==> config.mk <==
export PLATFORM = sky130hd
export DESIGN_NAME = image_stream_gen
export DESIGN_NICKNAME = d
export VERILOG_FILES = /design/src/rtl/img_pkg.sv /design/src/rtl/image_stream_gen_point_op.sv /design/src/rtl/image_stream_gen.sv
export SDC_FILE = /design/constraint.sdc
export NUM_CORES = 1
export LEC_CHECK = 0
export BUFFER_PORTS_ARGS = -buffer_cell sky130_fd_sc_hd__buf_4
export CAP_MARGIN = 40
export CORE_MARGIN = 4
export CORE_UTILIZATION = 50
export DETAILED_ROUTE_END_ITERATION = 12
export GPL_TIMING_DRIVEN = 0
export PLACE_DENSITY_LB_ADDON = 0.12
export SLEW_MARGIN = 0
export SYNTH_ARGS = -nofsm -noshare
export SYNTH_HDL_FRONTEND = slang
export SYNTH_SLANG_ARGS = --single-unit
export TNS_END_PERCENT = 30
==> constraint.sdc <==
create_clock -name HCLK -period 2.8 [get_ports HCLK]
set_input_delay 0.84 -clock HCLK [delete_from_list [all_inputs] [get_ports HCLK]]
set_output_delay 0.84 -clock HCLK [all_outputs]
set_load 0.05 [all_outputs]
==> src/rtl/img_pkg.sv <==
// Shared constants and FSM encoding for the image stream source.
package img_pkg;

  localparam logic [1:0] MODE_PASS = 2'b00;
  localparam logic [1:0] MODE_ADD  = 2'b01;
  localparam logic [1:0] MODE_SUB  = 2'b10;
  localparam logic [1:0] MODE_INV  = 2'b11;

  localparam int PIX_W  = 8;
  localparam int PAIR_W = 48;

  typedef enum logic [2:0] {
    S_IDLE,
    S_VWAIT,
    S_LINE,
    S_HBL,
    S_DRAIN
  } state_t;

endpackage

==> src/rtl/image_stream_gen_point_op.sv <==
// Per-channel point operation: pass, saturating add/sub, invert.
module pixel_point_op
  import img_pkg::*;
(
  input  logic [1:0]       mode,
  input  logic [PIX_W-1:0] value,
  input  logic [PIX_W-1:0] pix,
  output logic [PIX_W-1:0] res
);

  logic [PIX_W:0] sum;

  always_comb begin
    sum = {1'b0, pix} + {1'b0, value};
    res = pix;
    unique case (mode)
      MODE_PASS: res = pix;
      MODE_ADD:  res = sum[PIX_W] ? '1 : sum[PIX_W-1:0];
      MODE_SUB:  res = (pix >= value) ? pix - value : '0;
      MODE_INV:  res = ~pix;
      default:   res = pix;
    endcase
  end

endmodule

==> src/rtl/image_stream_gen.sv <==
// Frame reader: raster-order pair reads, point op, hsync/vsync framing.
module image_stream_gen
  import img_pkg::*;
#(
  parameter int WIDTH       = 768,
  parameter int HEIGHT      = 512,
  parameter int ADDR_W      = 18,
  parameter int START_DELAY = 100,
  parameter int HBLANK      = 160
) (
  input  logic              HCLK,
  input  logic              HRESETn,
  input  logic              start,
  input  logic [1:0]        mode,
  input  logic [7:0]        value,
  output logic              mem_rd_en,
  output logic [ADDR_W-1:0] mem_addr,
  input  logic [47:0]       mem_rdata,
  output logic              vsync,
  output logic              hsync,
  output logic [7:0]        DATA_R0,
  output logic [7:0]        DATA_G0,
  output logic [7:0]        DATA_B0,
  output logic [7:0]        DATA_R1,
  output logic [7:0]        DATA_G1,
  output logic [7:0]        DATA_B1,
  output logic              busy,
  output logic              frame_done
);

  localparam int PCW = $clog2(WIDTH/2 + 1);
  localparam int LCW = $clog2(HEIGHT + 1);

  state_t state, state_n;

  logic [31:0]       dly;
  logic [PCW-1:0]    pair;
  logic [LCW-1:0]    line;
  logic [ADDR_W-1:0] addr;
  logic [1:0]        mode_q;
  logic [7:0]        value_q;
  logic              v1;
  logic              accept;
  logic              pair_last;
  logic              line_last;
  logic              drain_end;
  logic [PIX_W-1:0]  pix_op [6];
  logic [PIX_W-1:0]  pix_q  [6];

  assign accept    = (state == S_IDLE) && start && !frame_done;
  assign pair_last = (pair == PCW'(WIDTH/2 - 1));
  assign line_last = (line == LCW'(HEIGHT - 1));
  assign drain_end = (state == S_DRAIN) && !v1;
  assign mem_rd_en = (state == S_LINE);
  assign mem_addr  = addr;

  always_ff @(posedge HCLK or negedge HRESETn) begin
    if (!HRESETn) state <= S_IDLE;
    else          state <= state_n;
  end

  always_comb begin
    state_n = state;
    unique case (state)
      S_IDLE:  if (accept) state_n = S_VWAIT;
      S_VWAIT: if (dly == 32'(START_DELAY - 1)) state_n = S_LINE;
      S_LINE: begin
        if (pair_last) begin
          if (line_last)        state_n = S_DRAIN;
          else if (HBLANK == 0) state_n = S_LINE;
          else                  state_n = S_HBL;
        end
      end
      S_HBL:   if (dly == 32'(HBLANK) - 32'd1) state_n = S_LINE;
      S_DRAIN: if (!v1) state_n = S_IDLE;
      default: state_n = S_IDLE;
    endcase
  end

  // Counters advance only on reads, so the address never leaves the frame.
  always_ff @(posedge HCLK or negedge HRESETn) begin
    if (!HRESETn) begin
      dly     <= '0;
      pair    <= '0;
      line    <= '0;
      addr    <= '0;
      mode_q  <= MODE_PASS;
      value_q <= '0;
    end else begin
      if ((state_n == state) &&
          (state == S_VWAIT || state == S_HBL))
        dly <= dly + 32'd1;
      else
        dly <= '0;
      if (accept) begin
        mode_q  <= mode;
        value_q <= value;
      end
      if (mem_rd_en) begin
        pair <= pair_last ? '0 : pair + 1'b1;
        addr <= (pair_last && line_last) ? '0 : addr + 1'b1;
        if (pair_last)
          line <= line_last ? '0 : line + 1'b1;
      end
    end
  end

  for (genvar i = 0; i < 6; i++) begin : g_ch
    pixel_point_op u_op (
      .mode  (mode_q),
      .value (value_q),
      .pix   (mem_rdata[PAIR_W-1-PIX_W*i -: PIX_W]),
      .res   (pix_op[i])
    );
  end

  always_ff @(posedge HCLK or negedge HRESETn) begin
    if (!HRESETn) begin
      v1         <= 1'b0;
      hsync      <= 1'b0;
      vsync      <= 1'b0;
      busy       <= 1'b0;
      frame_done <= 1'b0;
      for (int i = 0; i < 6; i++) pix_q[i] <= '0;
    end else begin
      v1         <= mem_rd_en;
      hsync      <= v1;
      frame_done <= drain_end;
      if (v1)
        for (int i = 0; i < 6; i++) pix_q[i] <= pix_op[i];
      if (accept)         busy <= 1'b1;
      else if (drain_end) busy <= 1'b0;
      if (state == S_VWAIT && state_n == S_LINE) vsync <= 1'b1;
      else if (drain_end)                        vsync <= 1'b0;
    end
  end

  assign DATA_R0 = pix_q[0];
  assign DATA_G0 = pix_q[1];
  assign DATA_B0 = pix_q[2];
  assign DATA_R1 = pix_q[3];
  assign DATA_G1 = pix_q[4];
  assign DATA_B1 = pix_q[5];

endmodule

==> impl_metrics.env <==
export IMPL_status="finished, final reports clean"
export IMPL_dp_hpwl_um=26400
export IMPL_skew_ns=0.0133
export IMPL_drive_above_1_share_pct=21.0
export IMPL_ios=132
export IMPL_r2r_start="value_q[2]"
export IMPL_drv_cap=0
export IMPL_cp_max_fo=9
export IMPL_dieWidth_um=157
export IMPL_synth_area_per_cell_um2=8.42
export IMPL_hold_viol=0
export IMPL_max_stage_delay_ns=0.48
export IMPL_use_met1_pct=42.1
export IMPL_nets=1687
export IMPL_synth_ff_type="dfrtp_1"
export IMPL_worstMarginPinSlew_ns=0.976
export IMPL_syn_area_mm2=0.0111
export IMPL_wl_um=38900
export IMPL_firstDrtPassIters=5
export IMPL_dieHeight_um=157
export IMPL_p_per_area_mw_per_mm2=360
export IMPL_grt_overflow=0
export IMPL_grt_util_met3_pct=6.86
export IMPL_synth_common_cells="nor2_1, dfrtp_1, nand2_1"
export IMPL_tritoncts="done"
export IMPL_rows=54
export IMPL_wl_per_cell_um=21.5
export IMPL_synth_cell_types=75
export IMPL_cts_root_buffer="clkbuf_16"
export IMPL_grt_pass1_vias=10500
export IMPL_slew_headroom_pct=34.9
export IMPL_rsz0062_at_grt="yes"
export IMPL_grt_pass1_wl_um=58400
export IMPL_area_growth_pct=25.4
export IMPL_critical_path_slowest_cell="dfrtp_2"
export IMPL_synth_top_cells_by_area="dfrtp_1, ha_1, nor2_1"
export IMPL_synth_top_area_share_pct=30.5
export IMPL_n_antenna_cell=0
export IMPL_synth_nets=1487
export IMPL_r2r_end="DATA_G0[1]"
export IMPL_p_leak_uw=0.00629
export IMPL_async_flop_share_pct=100
export IMPL_core_mm2=0.0218
export IMPL_antenna_found_initial=0
export IMPL_insertion_delay_ns=0.44
export IMPL_vdd_drop_max_uv=375
export IMPL_crit_family="compound AO/OA/AOI/OAI gates"
export IMPL_drc=0
export IMPL_crit_buf_inv=4
export IMPL_dieArea_mm2=0.0246
export IMPL_synth_edff_count=0
export IMPL_worst_path_stages=11
export IMPL_cp_start_kind="flip-flop"
export IMPL_fin_crit_sh_pct=98.8
export IMPL_syn_inst=1314
export IMPL_path_cells="clkinvlp_4 -> buf_6 -> ha_1 -> buf_4 -> a21o_1 -> a21oi_4 -> nand3_2 -> a221oi_4 -> buf_4 -> o22ai_1 -> a221o_1"
export IMPL_fmax_ghz=0.362
export IMPL_setup_violations=0
export IMPL_endpoint_kind="flip-flop"
export IMPL_hold_class="input pin to async pin"
export IMPL_path_clk_slew_ns=0.06
export IMPL_worstPathArrival_ns=3.08
export IMPL_via_per_inst=6.14
export IMPL_critical_path_class="flip-flop to flip-flop"
export IMPL_cts_buffers_inserted=17
export IMPL_placedCellCount=1729
export IMPL_ant_nets=0
export IMPL_grtUsageTotal_pct=30.8
export IMPL_fin_cells=1807
export IMPL_final_min_clock_period_ns=2.77
export IMPL_initial_core_util_pct=50.7
export IMPL_rrSetupSlack_ns=0.03
export IMPL_synth_most_common_cell="nor2_1"
export IMPL_finalMaxSlewViolations=0
export IMPL_ys_ff_latch=135
export IMPL_yosysWarnings=0
export IMPL_vias=11100
export IMPL_busiest_layer="met2"
export IMPL_htreeDepth=4
export IMPL_port_buffers=131
export IMPL_globalRouteMet2Util_pct=47.2
export IMPL_rr_worst_depth=11
export IMPL_clock_path_buffers=2
export IMPL_clock_sinks=135
export IMPL_drtIter0Drc=1065
export IMPL_gp_congestion=0.975
export IMPL_critPathRequiredTime_ns=3.11
export IMPL_yosys_area_top_type="dfrtp_1"
export IMPL_crit_top_cell="buf_4"
export IMPL_ys_seq_area_share_pct=30.5
export IMPL_grt_max_degree=72
export IMPL_hold_slack_ns=0.427
==> timing repair <==
item,CTS,global route
pin swaps,3,18
hold buffers,0,0
endpoints found under the setup margin,48,43
gates resized for setup,28,60
setup buffers,27,22
==> how the worst max path moves through the flow <==
stage | start | to | slack [ns]
floorplan | mem_rdata[16] | DATA_R1[1] | -0.04
global placement | value_q[1] | DATA_R1[3] | -1.08
detailed placement | value_q[1] | DATA_R1[3] | -0.77
CTS | value_q[2] | DATA_G0[5] | -0.05
global route | value_q[2] | DATA_G0[7] | -0.08
finish | value_q[2] | DATA_G0[1] | 0.03
==> logic make-up (layout without fill, tap and decap cells) <==
group | count (synthesis) | in the layout | share of synthesized area [%]
AO/OA/AOI/OAI | 358 | 358 | 22.0
buffers and inverters | 140 | 353 | 5.04
adder cells (fa/ha/maj) | 112 | 112 | 13.5
multiplexers | 15 | 15 | 1.40
flip-flops | 135 | 135 | 30.5
XOR/XNOR | 109 | 109 | 8.63
AND/OR/NAND/NOR | 445 | 445 | 18.9
==> stage by stage <==
stage | total power [uW] | util [%] | TNS (ns) | cell area (um^2) | setup WS (ns)
floorplan | 2410 | - | -0.132 | 11100 | -0.0421
global placement | 2640 | 56.8 | -36.19 | 12400 | -1.08
detailed placement | 2650 | 57.2 | -25.60 | 12500 | -0.766
global route | 5160 | 63.5 | -0.235 | 13900 | -0.0772
CTS | 4950 | 61.3 | -0.0633 | 13400 | -0.0450
finish | 5000 | 63.5 | 0 | 13900 | 0.0342
==> report_power, final <==
part           leakage, uW  switching [uW]  total, uW  internal (uW)
Combinational      0.00431             433        732            299
Clock             0.000287            1040       2300           1260
Sequential         0.00169            6.75       1960           1960
==> worst register-to-register path: cells and delay by family (launching register included) <==
family,cells,cell delay [ns]
AOI/OAI and AO/OA,5,1.14
adders and majority gates,1,0.28
buffers and inverters,4,0.64
DFF,1,0.48
and+or+nand+nor,1,0.10
==> final cells by class <==
class,instances,area (um^2)
fill,1968,7960
multi-input combinational,1039,7490
sequential,135,3390
timing repair buffer,184,1470
clock buffer,17,425
tap,280,350
inverter,76,312
buffer,61,275
clock inverter,15,160
==> cell usage in the layout, fill, tap and decap left out, types with 12 or more instances in the layout <==
master / count
nand2b_1: 12
nor3_1: 16
nand4_1: 23
xnor2_1: 61
buf_4: 179
nand3_1: 46
xor2_1: 48
dfrtp_1: 127
o21ai_0: 79
buf_2: 12
o22ai_1: 16
nand2_1: 108
clkbuf_16: 17
nor2b_1: 18
and3_1: 14
nor2_1: 150
inv_1: 66
ha_1: 98
a21oi_1: 86
a31oi_1: 17
nor4_1: 13
clkbuf_1: 35
a21o_1: 23
==> routing by layer <==
layer | share of wire [%] | routed length, um
met1 | 41 | 15900
met2 | 44 | 17300
met3 | 10 | 3910
met4 | 4.5 | 1760
met5 | 0 | 0
==> registers in the layout (all words and copies together), names as in the netlist, 2 cells and up <==
signal	flops
dly	32
mode_q	2
pair	9
DATA_B1	8
DATA_G1	8
DATA_R0	8
state	3
value_q	8
mem_addr	18
DATA_G0	8
DATA_R1	8
DATA_B0	8
line	10
Note: power is estimated with default switching activity, not from simulation.
